**config.mk**
```make
export PLATFORM = sky130hd
export DESIGN_NAME = pc_unit
export DESIGN_NICKNAME = d
export VERILOG_FILES = /design/src/rtl/pc_pkg.sv /design/src/rtl/pc_next_sel.sv /design/src/rtl/pc_unit.sv
export SDC_FILE = /design/constraint.sdc
export NUM_CORES = 1
export LEC_CHECK = 0
export CAP_MARGIN = 20
export CORE_AREA = 5 5 95 79
export DETAILED_ROUTE_END_ITERATION = 7
export DIE_AREA = 0 0 100 84
export HOLD_SLACK_MARGIN = 0.05
export PLACE_DENSITY = 0.95
export SLEW_MARGIN = 5
export SYNTH_ARGS = -nofsm -noshare
export SYNTH_HDL_FRONTEND = slang
export SYNTH_SLANG_ARGS = --single-unit
```
**constraint.sdc**
```tcl
create_clock -name clk -period 6.91 [get_ports clk]
set_clock_uncertainty 0.15 [all_clocks]
set_input_delay 0.691 -clock clk [delete_from_list [all_inputs] [get_ports clk]]
set_output_delay 0.691 -clock clk [all_outputs]
set_load 0.005 [all_outputs]
```
**src/rtl/pc_pkg.sv**
```systemverilog
// pc_pkg: shared types and constants for the program-counter unit.
//   pc_state_e           : fetch FSM states (BOOT, RUN, HALTED)
//   PC_ALIGN_BITS        : number of low PC bits that must be zero
//   DEFAULT_RESET_VECTOR : default PC loaded on reset
package pc_pkg;

    typedef enum logic [1:0] {
        BOOT   = 2'd0,
        RUN    = 2'd1,
        HALTED = 2'd2
    } pc_state_e;

    localparam int PC_ALIGN_BITS = 2;

    localparam logic [31:0] DEFAULT_RESET_VECTOR = 32'h0000_0000;

endpackage : pc_pkg

```
**src/rtl/pc_next_sel.sv**
```systemverilog
// pc_next_sel: combinational priority mux choosing the next fetch PC.
// Optional feature macro: PC_MISALIGN_CHECK_EN (misaligned redirects are dropped).
// Ports:
//   pc              in  XLEN  current PC
//   trap            in  1     trap request (already qualified by caller)
//   trap_vector     in  XLEN  trap handler address (low bits forced to zero)
//   redirect        in  1     redirect request (already qualified by caller)
//   redirect_target in  XLEN  redirect address
//   transfer        in  1     fetch handshake completed this cycle
//   next_pc         out XLEN  PC to load at the next edge
//   pc_plus_inc     out XLEN  pc + PC_INC (wraps silently)
//   misaligned      out 1     redirect_target has nonzero low bits
module pc_next_sel
    import pc_pkg::*;
#(
    parameter int XLEN   = 32,
    parameter int PC_INC = 4
) (
    input  logic [XLEN-1:0] pc,
    input  logic            trap,
    input  logic [XLEN-1:0] trap_vector,
    input  logic            redirect,
    input  logic [XLEN-1:0] redirect_target,
    input  logic            transfer,
    output logic [XLEN-1:0] next_pc,
    output logic [XLEN-1:0] pc_plus_inc,
    output logic            misaligned
);

    localparam logic [XLEN-1:0] LOW_MASK   = XLEN'((1 << PC_ALIGN_BITS) - 1);
    localparam logic [XLEN-1:0] ALIGN_MASK = ~LOW_MASK;

    logic redirect_take;

    assign pc_plus_inc = pc + XLEN'(PC_INC);
    assign misaligned  = |(redirect_target & LOW_MASK);

`ifdef PC_MISALIGN_CHECK_EN
    // A misaligned redirect is dropped; the PC falls through to advance/hold.
    assign redirect_take = redirect && !misaligned;
`else
    assign redirect_take = redirect;
`endif

    always_comb begin
        next_pc = pc;
        if (trap) begin
            next_pc = trap_vector & ALIGN_MASK;
        end else if (redirect_take) begin
            next_pc = redirect_target & ALIGN_MASK;
        end else if (transfer) begin
            next_pc = pc_plus_inc;
        end
    end

endmodule : pc_next_sel

```
**src/rtl/pc_unit.sv**
```systemverilog
// pc_unit: fetch program counter with valid/ready request to instruction memory,
// stall, redirect, trap vectoring and a BOOT/RUN/HALTED state machine.
// Optional feature macro: PC_MISALIGN_CHECK_EN (drop misaligned redirects and
// pulse misalign_err the cycle after; otherwise misalign_err is tied low).
// Ports:
//   clk, reset (async, active high)
//   stall, redirect, redirect_target, trap, trap_vector, halt, resume, pc_ready : inputs
//   pc_out, pc_valid, pc_plus_inc, halted, misalign_err                         : outputs
module pc_unit
    import pc_pkg::*;
#(
    parameter int              XLEN         = 32,
    parameter logic [XLEN-1:0] RESET_VECTOR = XLEN'(DEFAULT_RESET_VECTOR),
    parameter int              PC_INC       = 4
) (
    input  logic            clk,
    input  logic            reset,
    input  logic            stall,
    input  logic            redirect,
    input  logic [XLEN-1:0] redirect_target,
    input  logic            trap,
    input  logic [XLEN-1:0] trap_vector,
    input  logic            halt,
    input  logic            resume,
    input  logic            pc_ready,
    output logic [XLEN-1:0] pc_out,
    output logic            pc_valid,
    output logic [XLEN-1:0] pc_plus_inc,
    output logic            halted,
    output logic            misalign_err
);

    pc_state_e       state_reg, state_next;
    logic [XLEN-1:0] pc_reg, pc_next, sel_pc;
    logic            in_run, transfer, sel_trap, sel_redirect, misaligned;

    assign in_run   = (state_reg == RUN);
    assign pc_valid = in_run && !stall;
    assign transfer = pc_valid && pc_ready;
    assign pc_out   = pc_reg;
    assign halted   = (state_reg == HALTED);

    // Trap is honoured in RUN and HALTED; redirect only in RUN. Transfer is
    // already zero outside RUN, so in HALTED the mux yields trap_vector or hold.
    assign sel_trap     = trap && (state_reg != BOOT);
    assign sel_redirect = redirect && in_run;

    pc_next_sel #(
        .XLEN   (XLEN),
        .PC_INC (PC_INC)
    ) u_next_sel (
        .pc              (pc_reg),
        .trap            (sel_trap),
        .trap_vector     (trap_vector),
        .redirect        (sel_redirect),
        .redirect_target (redirect_target),
        .transfer        (transfer),
        .next_pc         (sel_pc),
        .pc_plus_inc     (pc_plus_inc),
        .misaligned      (misaligned)
    );

    always_comb begin
        state_next = state_reg;
        pc_next    = sel_pc;
        case (state_reg)
            BOOT: begin
                state_next = RUN;
                pc_next    = pc_reg;
            end
            RUN: begin
                // A simultaneous trap overrides the halt request.
                if (halt && !trap) begin
                    state_next = HALTED;
                end
            end
            HALTED: begin
                if (trap || (resume && !halt)) begin
                    state_next = RUN;
                end
            end
            default: begin
                state_next = BOOT;
                pc_next    = pc_reg;
            end
        endcase
    end

    always_ff @(posedge clk or posedge reset) begin
        if (reset) begin
            state_reg <= BOOT;
            pc_reg    <= RESET_VECTOR;
        end else begin
            state_reg <= state_next;
            pc_reg    <= pc_next;
        end
    end

`ifdef PC_MISALIGN_CHECK_EN
    logic misalign_err_reg;

    // Flag only redirects that would otherwise have won the priority mux.
    always_ff @(posedge clk or posedge reset) begin
        if (reset) begin
            misalign_err_reg <= 1'b0;
        end else begin
            misalign_err_reg <= sel_redirect && !trap && misaligned;
        end
    end

    assign misalign_err = misalign_err_reg;
`else
    logic unused_misaligned;
    assign unused_misaligned = misaligned;
    assign misalign_err      = 1'b0;
`endif

endmodule : pc_unit
```
**Word-level counts from Yosys, hierarchy flattened**

Index checks and enable logic that the tools add are counted.

- $add $sub $neg: 1
- Equality and inequality tests: 4
- Multiplexer cells: 6
- Reduce and logical (&&, ||, !) cells: 16

Operators with widths:

| kind | count |
|---|---|
| 32-bit two-way mux | 3 |
| 32-bit by 3-bit adder with 32-bit output, second input constant | 1 |
| 1-bit logical AND | 6 |
| 2-bit case mux with 3 select lines | 1 |
| 2-bit two-way mux | 2 |
| 2-bit by 1-bit != test with 1-bit output, second input constant | 2 |
| 2-bit AND reduction | 2 |
| 1-bit zero test | 3 |
| 3-bit nonzero test | 1 |
| 2-bit by 1-bit equality test with 1-bit output, second input constant | 1 |
| 2-bit equality test, second input constant | 1 |
| 2-bit zero test | 1 |
| 2-bit nonzero test | 1 |
| 2-bit OR reduction | 1 |
| 1-bit logical OR | 1 |

- Flip-flop bits (word level): 34
- Input bits: 72
- Output and inout bits: 67
- Word-level logic and storage cells: 29

**Depth between registers and ports, before layout**

Gate-level depths: netlist (run 1).

- Depth after elaboration: 6
- Depth in mapped cells: 9
- Depth with buffers taken out: 7

**By module**

A second synthesis (run 1) with hierarchy kept.

- Cells, all modules: 375
- Area total of the unflattened synthesis: 3311.9 sq um

Modules (own cells, without submodules):

| module | instances | cells each | area each (sq um) | seq. area each (sq um) |
|---|---|---|---|---|
| pc_next_sel | 1 | 284 | 1870.5 | 0.0 |
| pc_unit | 1 | 91 | 1441.4 | 850.8 |

**Worst setup path before layout (run 1)**

No wires, ideal clock.

- Kind: reg-to-output
- From: register pc_reg[2] (netlist: pc_out[2])
- To: output pc_plus_inc[20]
- Arrival: 1763 ps
- Data required time: 6069 ps
- Setup slack: 4306 ps
- Cell stages (with the launch flop): 6
- Path buffers: 0
- Cell sequence: dfrtp_1 -> ha_1 -> nand4_1 -> nor4_1 -> nand2_1 -> xnor2_1

- Cells in the longest elaborated chain, start to end: 1

Ends and longest elaborated chain:

| what | line | RTL |
|---|---|---|
| start: declaration | pc_unit.sv:34 | `logic [XLEN-1:0] pc_reg, pc_next, sel_pc;` |
| start signal: assignment | pc_unit.sv:95 | `pc_reg <= pc_next;` |
| 32-bit by 3-bit adder with 32-bit output | pc_next_sel.sv:35 | `assign pc_plus_inc = pc + XLEN'(PC_INC);` |
| end: declaration | pc_unit.sv:28 | `output logic [XLEN-1:0] pc_plus_inc,` |

No other way between the ends.

**Worst setup path after layout (run 1)**

Ends and elaborated chain as after synthesis.

==> out/results.ini, run 1 <==
[run_status]
status=completed

[sta]
fin_crit_ns=3.99
finalSetupViolCount=0
rsz0062_at_grt=no
period_share=0.577
worstMarginPinSlew_ns=0.805
fmax_ghz=0.251
setup-tns-final_ns=0
slew_violations=0
relSlewSlack=0.463
finalHoldViolCount=0

[critical_path]
reg2reg_to=pc_out[2]$_DFFE_PP0P_
endpoint_kind=output pin
worstPathRequired_ns=6.07
arrival_ns=3.15
r2r_slack_ns=4.11
worstPathCellList=ha_1, nand4_1, nor4_1, nand2_1, xnor2_1, clkdlybuf4s50_1
cp-start-kind=register
r2r_cells=7
slowest_delay_ns=0.73
worst-setup-path-type=register to output pin
cp_max_fo=6
timing.rr.start=state_reg[1]$_DFFE_PP0P_
slowest_stage=nor4_1

[global_routing]
grt_util_met1=0.288
antenna_found_initial=0
gr-total-overflow=0
grt_max_degree=33
busiest_layer=met2
grt_pass1_vias=3180
grt_pass1_wl_um=15800
use_met2=0.385
grt_use_met3=0.0618
grtUsageTotal=0.229

[min_path]
hold_class=register to register
worst_hold_path.num_cells=2
holdCritStartpoint=pc_out[31]$_DFFE_PP0P_
holdPathEnd=pc_out[31]$_DFFE_PP0P_

[layout]
finalNetCount=530
drive_gt1_frac=0.0595
largest_register_ffs=30
diodes=0
post-route-cell-area_um2=4150
syn_to_final_growth_pct=51.4
postLayoutCoreUtil=0.630
instances_no_fill=541

[power_and_ir_drop]
p_leak_nw=1.61
power_density_nw_per_um2=413
intPower_w=0.000961
p_seq_frac=0.258
pwr-share-clk=0.106
ir_drop_uv=277
total_power_w=0.00171
p_comb_frac=0.636
power_switching_w=0.000751
swShare=0.439

[clocking]
post_cts_buffers=0
cts_inserted_buffers=5
cts_root_buffer=clkbuf_8
clk_latency_ns=0.29
hold_buffers=0
tritoncts=yes
clockBufferDepth=2
cts_sinks=32
clk_pin_slew_ns=0.07
cts.repair.resized=0
cts_max_level=2

[logic_synthesis]
syn-instance-count=337
ys.warnings.count=0
ys_types=58
synth_area_um2=2740
synth_edf_count=0
seq_area_frac_synth=0.292
synth-async-reset-ratio=1.00
synth_seq_cells=32
synth_ff_type=dfrtp_1
syn_avg_cell_area_um2=8.13

[placed_design]
numPortBuffers=129
dp.cells=532
dp_hpwl_um=7330
placed_area_um2=4030
place.gp.congestion=0.875

[floorplan]
fp.dieW_um=100
start_util=0.416
io_pins=139
die-area_um2=8400
rows=27
core_area_um2=6590
die_h_um=84

[drt]
wirelength_um=9850
postRouteAntennaNets=0
via_per_inst=5.80
vias=3140
drc=0
first_pass_iters=5
drtIter0Drc=171
wire_per_inst_um=18.2

[run]
cap_viol_max_count=0

-- through the flow --
step / setup slack [ns] / hold WS [ns]
after floorplan: 4.31 / 0.369
after global placement: 3.42 / 0.366
after detailed placement: 3.33 / 0.420
after CTS: 2.99 / 0.430
after global routing: 2.76 / 0.458
final: 2.92 / 0.431
-- cell usage in the layout, fill, tap and decap left out, types with 7 or more instances in the layout --
cell	count
clkdlybuf4s50_1	129
nand2_1	37
dfrtp_1	32
nor2_1	25
o21ai_0	24
nand3_1	22
xnor2_1	21
a21oi_1	16
nand4_1	13
inv_1	10
a22o_1	8
nor4_1	7
xor2_1	7
-- metal layers --
metal  up-vias  share of wire
li1       1476              -
met1      1478           0.42
met2       171           0.47
met3        15          0.095
met4         0          0.014
met5         -              0
-- cell type report --
class | count | area, µm²
Timing Repair Buffer | 133 | 1330
Sequential cell | 32 | 801
Tap cell | 87 | 109
Inverter | 10 | 37.5
Clock buffer | 6 | 72.6
Fill cell | 551 | 2440
Multi-Input combinational cell | 271 | 1770
Clock inverter | 2 | 35.0
-- worst max path at each step --
stage	startpoint	end	slack [ns]	cells past startpoint
2_1_floorplan	pc_out[2]$_DFFE_PP0P_	pc_plus_inc[20]	4.31	5
3_3_place_gp	pc_out[2]$_DFFE_PP0P_	pc_plus_inc[20]	3.42	6
3_5_place_dp	pc_out[2]$_DFFE_PP0P_	pc_plus_inc[20]	3.33	6
4_1_cts	pc_out[2]$_DFFE_PP0P_	pc_plus_inc[20]	2.99	6
5_1_grt	pc_out[2]$_DFFE_PP0P_	pc_plus_inc[20]	2.76	6
6_report	pc_out[2]$_DFFE_PP0P_	pc_plus_inc[20]	2.92	6
-- cell families (layout without fill, tap and decap cells) --
family,after synthesis,after routing,share of synthesized area
adder cells (fa/ha/maj),5,5,0.0228
AO/OA/AOI/OAI,98,98,0.247
other,1,5,0.00137
AND/OR/NAND/NOR,132,132,0.263
multiplexers,3,3,0.0110
buffers and inverters,38,151,0.0740
XOR/XNOR,28,28,0.0895
flip-flops,32,32,0.292
-- worst max-delay path: cells and delay by family (launching register included) --
kind / cells / cell delay [ns]
XOR/XNOR: 1 / 0.24
buffers and inverters: 1 / 0.54
AND/OR/NAND/NOR: 3 / 1.32
flip-flops: 1 / 0.44
adder cells (fa/ha/maj): 1 / 0.32
-- synthesized netlist by cell type, drive strengths merged, types with 3 or more instances --
cell     number  area [µm²]
a21oi        16        80.1
a22o          8        70.1
a22oi         6        45.0
a2bb2oi       3        26.3
a311o         3        30.0
a31oi         4        25.0
and2          4        26.3
and3          6        40.0
buf           9        60.1
clkbuf       19         105
dfrtp        32         801
ha            5        62.6
inv          10        37.5
mux2i         3        30.0
nand2        37         139
nand3        22         110
nand4        14         103
nor2         25        93.8
nor4         10         108
o211ai        3        22.5
o21ai        25         125
o22ai         6        37.5
o2bb2ai       4        35.0
o311ai        4        35.0
xnor2        21         184
xor2          7        61.3
-- power groups by stage --
stage	Sequential (W)	Clock (W)	Combinational [W]
6_report	0.000442	0.000182	0.00109
3_5_place_dp	0.000437	0	0.00108
4_1_cts	0.000437	0.000184	0.00109
3_3_place_gp	0.000427	0	0.00104
5_1_grt	0.000462	0.000190	0.00118
2_1_floorplan	0.000396	0	0.000599
(Power assumes the default switching activity.)
==> run 2, diff against run 1 <==
--- a/config.mk
+++ b/config.mk
@@ -6,11 +6,11 @@
 export NUM_CORES = 1
 export LEC_CHECK = 0
 export CAP_MARGIN = 20
-export CORE_AREA = 5 5 95 79
+export CORE_AREA = 5 5 103 85
 export DETAILED_ROUTE_END_ITERATION = 7
-export DIE_AREA = 0 0 100 84
+export DIE_AREA = 0 0 108 90
 export HOLD_SLACK_MARGIN = 0.05
-export PLACE_DENSITY = 0.95
+export PLACE_DENSITY = 0.87
 export SLEW_MARGIN = 5
 export SYNTH_ARGS = -nofsm -noshare
 export SYNTH_HDL_FRONTEND = slang
==> constraint.sdc (replaced) <==
create_clock -name clk -period 3.6 [get_ports clk]
set_clock_uncertainty 0.15 [all_clocks]
set_input_delay 0.36 -clock clk [delete_from_list [all_inputs] [get_ports clk]]
set_output_delay 0.36 -clock clk [all_outputs]
set_load 0.005 [all_outputs]
==> out/results.ini, run 2 (same netlist as run 1, synthesis figures left out) <==
[placed_design]
numPortBuffers=129  ; unchanged
place.gp.congestion=0.861  ; was 0.875
placed_area_um2=4110  ; was 4030 µm²
dp.cells=560  ; was 532
dp_hpwl_um=7770  ; was 7330 µm

[drt]
postRouteAntennaNets=0  ; unchanged
first_pass_iters=5  ; unchanged
via_per_inst=5.52  ; was 5.80
drc=0  ; unchanged
wire_per_inst_um=17.8  ; was 18.2 µm
drtIter0Drc=147  ; was 171
vias=3143  ; was 3,140
wirelength_um=10200  ; was 9850 µm

[layout]
post-route-cell-area_um2=4210  ; was 4150 µm²
diodes=0  ; unchanged
instances_no_fill=569  ; was 541
postLayoutCoreUtil=0.547  ; was 0.630
largest_register_ffs=30  ; unchanged
finalNetCount=538  ; was 530
syn_to_final_growth_pct=53.7  ; was 51.4%
final_common_cell=clkdlybuf4s50_1  ; unchanged
drive_gt1_frac=0.0738  ; was 0.0595
final_cell_mix=129 x clkdlybuf4s50_1, 37 x nand2_1, 32 x dfrtp_1  ; unchanged

[floorplan]
fp.dieW_um=108  ; was 100 µm
die_h_um=90  ; was 84 µm
start_util=0.356  ; was 0.416
core_area_um2=7690  ; was 6590 µm²
io_pins=139  ; unchanged
die-area_um2=9720  ; was 8400 µm²
rows=29  ; was 27

[clocking]
hold_buffers=0  ; unchanged
cts_max_level=2  ; unchanged
tritoncts=yes  ; unchanged
clk_latency_ns=0.28  ; was 0.29 ns
clk_pin_slew_ns=0.07  ; about the same
post_cts_buffers=0  ; unchanged
clockBufferDepth=2  ; unchanged
cts.repair.resized=0  ; unchanged
cts_root_buffer=clkbuf_8  ; unchanged
cts_sinks=32  ; unchanged
cts_inserted_buffers=5  ; unchanged

[critical_path]
arrival_ns=2.72  ; was 3.15 ns
worstPathRequired_ns=3.09  ; was 6.07 ns
r2r_cells=6  ; was 7
slowest_delay_ns=0.69  ; was 0.73 ns
slowest_stage=nor4_1  ; unchanged
worstPathCellList=ha_1, nand4_1, nor4_1, nand2_1, xnor2_1, clkdlybuf4s50_1  ; unchanged
endpoint_kind=output pin  ; unchanged
cp_max_fo=6  ; unchanged
cp-start-kind=register  ; unchanged
worst-setup-path-type=register to output pin  ; unchanged

[run_status]
status=completed  ; unchanged

[run]
cap_viol_max_count=0  ; unchanged

[min_path]
hold_class=input pin to async pin  ; was register to register

[sta]
fmax_ghz=0.309
relSlewSlack=0.483  ; was 0.463
period_share=0.898
setup-tns-final_ns=0  ; unchanged
slew_violations=0  ; unchanged
rsz0062_at_grt=no  ; unchanged
finalSetupViolCount=0  ; unchanged
fin_crit_ns=3.23
finalHoldViolCount=0  ; unchanged
worstMarginPinSlew_ns=0.768  ; was 0.805 ns

[global_routing]
grt_pass1_wl_um=15900  ; was 15,800 µm
grt_pass1_vias=3186  ; was 3,180
grtUsageTotal=0.202  ; was 0.229
grt_max_degree=33  ; unchanged
antenna_found_initial=0  ; unchanged
gr-total-overflow=0  ; unchanged

[power_and_ir_drop]
total_power_w=0.00327  ; was 0.00171 W
ir_drop_uv=348  ; was 277 µV
p_leak_nw=1.64  ; was 1.61 nW
power_density_nw_per_um2=775  ; was 413 nW/µm²

==> run 2: cell count changes in the layout (fill, tap and decap cells not counted) <==
| cell | change |
|---|---|
| buf_4 | +7 |
| buf_8 | +1 |
| bufinv_16 | -1 |
==> run 2: area by class of cell <==
cell class              instances  area [µm²]
clock buffers                   6        72.6
clock inverters                 1        5.00
fillers                       733        3480
inverters                      10        37.5
multi-input cells             271        1770
flip-flops and latches         32         801
well taps                     108         135
repair buffers                141        1390
==> run 2: final timing paths <==
path	start	to	slack (ns)
setup / recovery	pc_out[2]$_DFFE_PP0P_	pc_plus_inc[20]	0.37
hold / removal	reset	pc_out[20]$_DFFE_PP0P_	0.33
setup reg to reg	state_reg[0]$_DFFE_PP0P_	pc_out[19]$_DFFE_PP0P_	0.82
hold reg to reg	pc_out[3]$_DFFE_PP0P_	pc_out[3]$_DFFE_PP0P_	0.41
max in group asynchronous	reset	pc_out[4]$_DFFE_PP0P_	2.65
min in group clk	pc_out[3]$_DFFE_PP0P_	pc_out[3]$_DFFE_PP0P_	0.41
==> run 2: worst max-delay path, delay by kind of cell (launching register included) <==
family        cells  cell delay, ns
xor+xnor          1            0.18
fa+ha+maj         1            0.23
flops             1            0.46
simple gates      3            1.03
buf+inv           1            0.55
==> run 2: stage by stage <==
stage | worst slack [ns] | hold WS, ns
after floorplan | 1.33 | 0.326
after global placement | 0.721 | 0.380
after detailed placement | 0.637 | 0.391
after CTS | 0.387 | 0.336
after global routing | 0.127 | 0.379
final | 0.368 | 0.331
==> run 2: power breakdown <==
| part | switching (W) | leakage (nW) | internal (W) | total, W |
|---|---|---|---|---|
| clock | 0.000137 | 0.0410 | 0.000132 | 0.000269 |
| combinational | 0.000998 | 1.21 | 0.00114 | 0.00214 |
| sequential | 0.000318 | 0.385 | 0.000537 | 0.000855 |
==> run 2: routing by layer <==
metal,track usage,vias up,wire length (µm)
met1,0.257,1520,4270
met2,0.343,129,4950
met5,0,-,0
met4,0.0326,0,40
met3,0.0602,6,898
li1,-,1488,-
==> run 3, diff against run 2 <==
--- a/config.mk
+++ b/config.mk
@@ -10,7 +10,7 @@
 export DETAILED_ROUTE_END_ITERATION = 7
 export DIE_AREA = 0 0 108 90
 export HOLD_SLACK_MARGIN = 0.05
-export PLACE_DENSITY = 0.87
+export PLACE_DENSITY = 0.77
 export SLEW_MARGIN = 5
 export SYNTH_ARGS = -nofsm -noshare
 export SYNTH_HDL_FRONTEND = slang
==> out/results.ini, run 3 (same netlist as run 1, synthesis figures left out) <==
[global_routing]
grt_max_degree=33  ; unchanged
grtUsageTotal=0.211  ; was 0.202
grt_pass1_wl_um=16700  ; was 15,900 µm
grt_pass1_vias=3172  ; was 3,186
antenna_found_initial=0  ; unchanged
gr-total-overflow=0  ; unchanged

[drt]
wl_met2_um=4960  ; was 4950 µm
via_per_inst=5.50  ; was 5.52
first_pass_iters=4  ; was 5
wl_met1_um=4300  ; was 4270 µm
wl_met3_um=859  ; was 898 µm
wire_per_inst_um=18.0  ; was 17.8 µm
drtIter0Drc=208  ; was 147
drc=0  ; unchanged
wirelength_um=10300  ; was 10,200 µm
postRouteAntennaNets=0  ; unchanged
highest_layer=met4  ; unchanged
vias=3123  ; was 3,143

[layout]
final_common_cell=clkdlybuf4s50_1  ; unchanged
largest_register_ffs=30  ; unchanged
finalNetCount=536  ; was 538
final_cell_mix=129 x clkdlybuf4s50_1, 37 x nand2_1, 32 x dfrtp_1  ; unchanged
n_fill_cell=742  ; was 733
diodes=0  ; unchanged
drive_gt1_frac=0.0739  ; was 0.0738
syn_to_final_growth_pct=53.4  ; was 53.7%
seq_area_um2=801  ; unchanged
postLayoutCoreUtil=0.547  ; about the same
multi_input_area_um2=1770  ; unchanged

[clocking]
clk_pin_slew_ns=0.08  ; was 0.07 ns
hold_buffers=0  ; unchanged
cts_root_buffer=clkbuf_8  ; unchanged
cts_inserted_buffers=5  ; unchanged
post_cts_buffers=0  ; unchanged
clockBufferDepth=2  ; unchanged
clk_latency_ns=0.28  ; about the same
cts_sinks=32  ; unchanged
cts_max_level=2  ; unchanged
cts.repair.resized=0  ; unchanged
tritoncts=yes  ; unchanged

[critical_path]
slowest_stage=nor4_1  ; unchanged
arrival_ns=2.78  ; was 2.72 ns
worst-setup-path-type=register to output pin  ; unchanged
cp_max_fo=10  ; was 6
endpoint_kind=output pin  ; unchanged
worstPathRequired_ns=3.09  ; about the same
slowest_delay_ns=0.62  ; was 0.69 ns
worstPathCellList=nand3_1, nor4_1, nand4_1, xnor2_1, clkdlybuf4s50_1  ; was ha_1, nand4_1, nor4_1, nand2_1, xnor2_1, clkdlybuf4s50_1
cp-start-kind=register  ; unchanged

[sta]
fin_crit_ns=3.29  ; was 3.23 ns
setup_ws_ns=0.314  ; was 0.368 ns
relSlewSlack=0.484  ; was 0.483
setup-tns-final_ns=0  ; unchanged
fmax_ghz=0.304  ; was 0.309 GHz
rsz0062_at_grt=no  ; unchanged
period_share=0.913  ; was 0.898
finalSetupViolCount=0  ; unchanged
fin_hold_ws_ns=0.318  ; was 0.331 ns
finalHoldViolCount=0  ; unchanged
worstMarginPinSlew_ns=0.774  ; was 0.768 ns
slew_violations=0  ; unchanged

[floorplan]
io_pins=139  ; unchanged
rows=29  ; unchanged
core_area_um2=7690  ; unchanged
start_util=0.356  ; unchanged
die-area_um2=9720  ; unchanged
fp.dieW_um=108  ; unchanged
die_h_um=90  ; unchanged

[placed_design]
pre_cts_slack_ns=0.669  ; was 0.637 ns
dp_hpwl_um=7920  ; was 7770 µm
numPortBuffers=129  ; unchanged
place.gp.congestion=0.907  ; was 0.861

[run_status]
status=completed  ; unchanged

[power_and_ir_drop]
p_leak_nw=1.64  ; about the same
ir_drop_uv=341  ; was 348 µV
total_power_w=0.00326  ; was 0.00327 W
power_density_nw_per_um2=776  ; was 775 nW/µm²

[run]
cap_viol_max_count=0  ; unchanged

[min_path]
hold_class=input pin to async pin  ; unchanged

run 3: final timing paths:
kind	from	end	slack (ns)	cells after the start
hold / removal	reset	pc_out[10]$_DFFE_PP0P_	0.32	3
max in group asynchronous	reset	pc_out[16]$_DFFE_PP0P_	2.67	3
setup reg to reg	state_reg[0]$_DFFE_PP0P_	pc_out[19]$_DFFE_PP0P_	0.88	6
min in group clk	pc_out[26]$_DFFE_PP0P_	pc_out[26]$_DFFE_PP0P_	0.41	1
setup / recovery	pc_out[17]$_DFFE_PP0P_	pc_plus_inc[28]	0.31	5
hold reg to reg	pc_out[26]$_DFFE_PP0P_	pc_out[26]$_DFFE_PP0P_	0.41	1
run 3: report_power, final:
group	total [W]	internal (W)	switching, W
combinational	0.00212	0.00112	0.000999
clock	0.000297	0.000153	0.000144
sequential	0.000846	0.000537	0.000309
run 3: final cells by class:
class / count / share of cell area
Clock buffer: 6 / 0.0196
Multi-Input combinational cell: 271 / 0.421
Inverter: 10 / 0.00893
Clock inverter: 2 / 0.00238
Timing Repair Buffer: 139 / 0.326
Sequential cell: 32 / 0.190
Tap cell: 108 / 0.0321
run 3: stage by stage:
stage          std cells  instance area [µm²]
2_1_floorplan        341                 2760
3_3_place_gp         559                 4100
3_5_place_dp         560                 4110
4_1_cts              568                 4200
5_1_grt              568                 4200
6_report             568                 4200
run 3: worst max-delay path, delay by kind of cell, from the launching register on:
family | cells | cell delay, ns
flops | 1 | 0.52
simple gates | 3 | 1.21
buf+inv | 1 | 0.53
xor+xnor | 1 | 0.23
run 3: metal layers:
metal	track usage	vias to the layer above
met5	0	-
li1	-	1485
met3	0.0552	12
met2	0.349	128
met1	0.276	1498
met4	0.0473	0
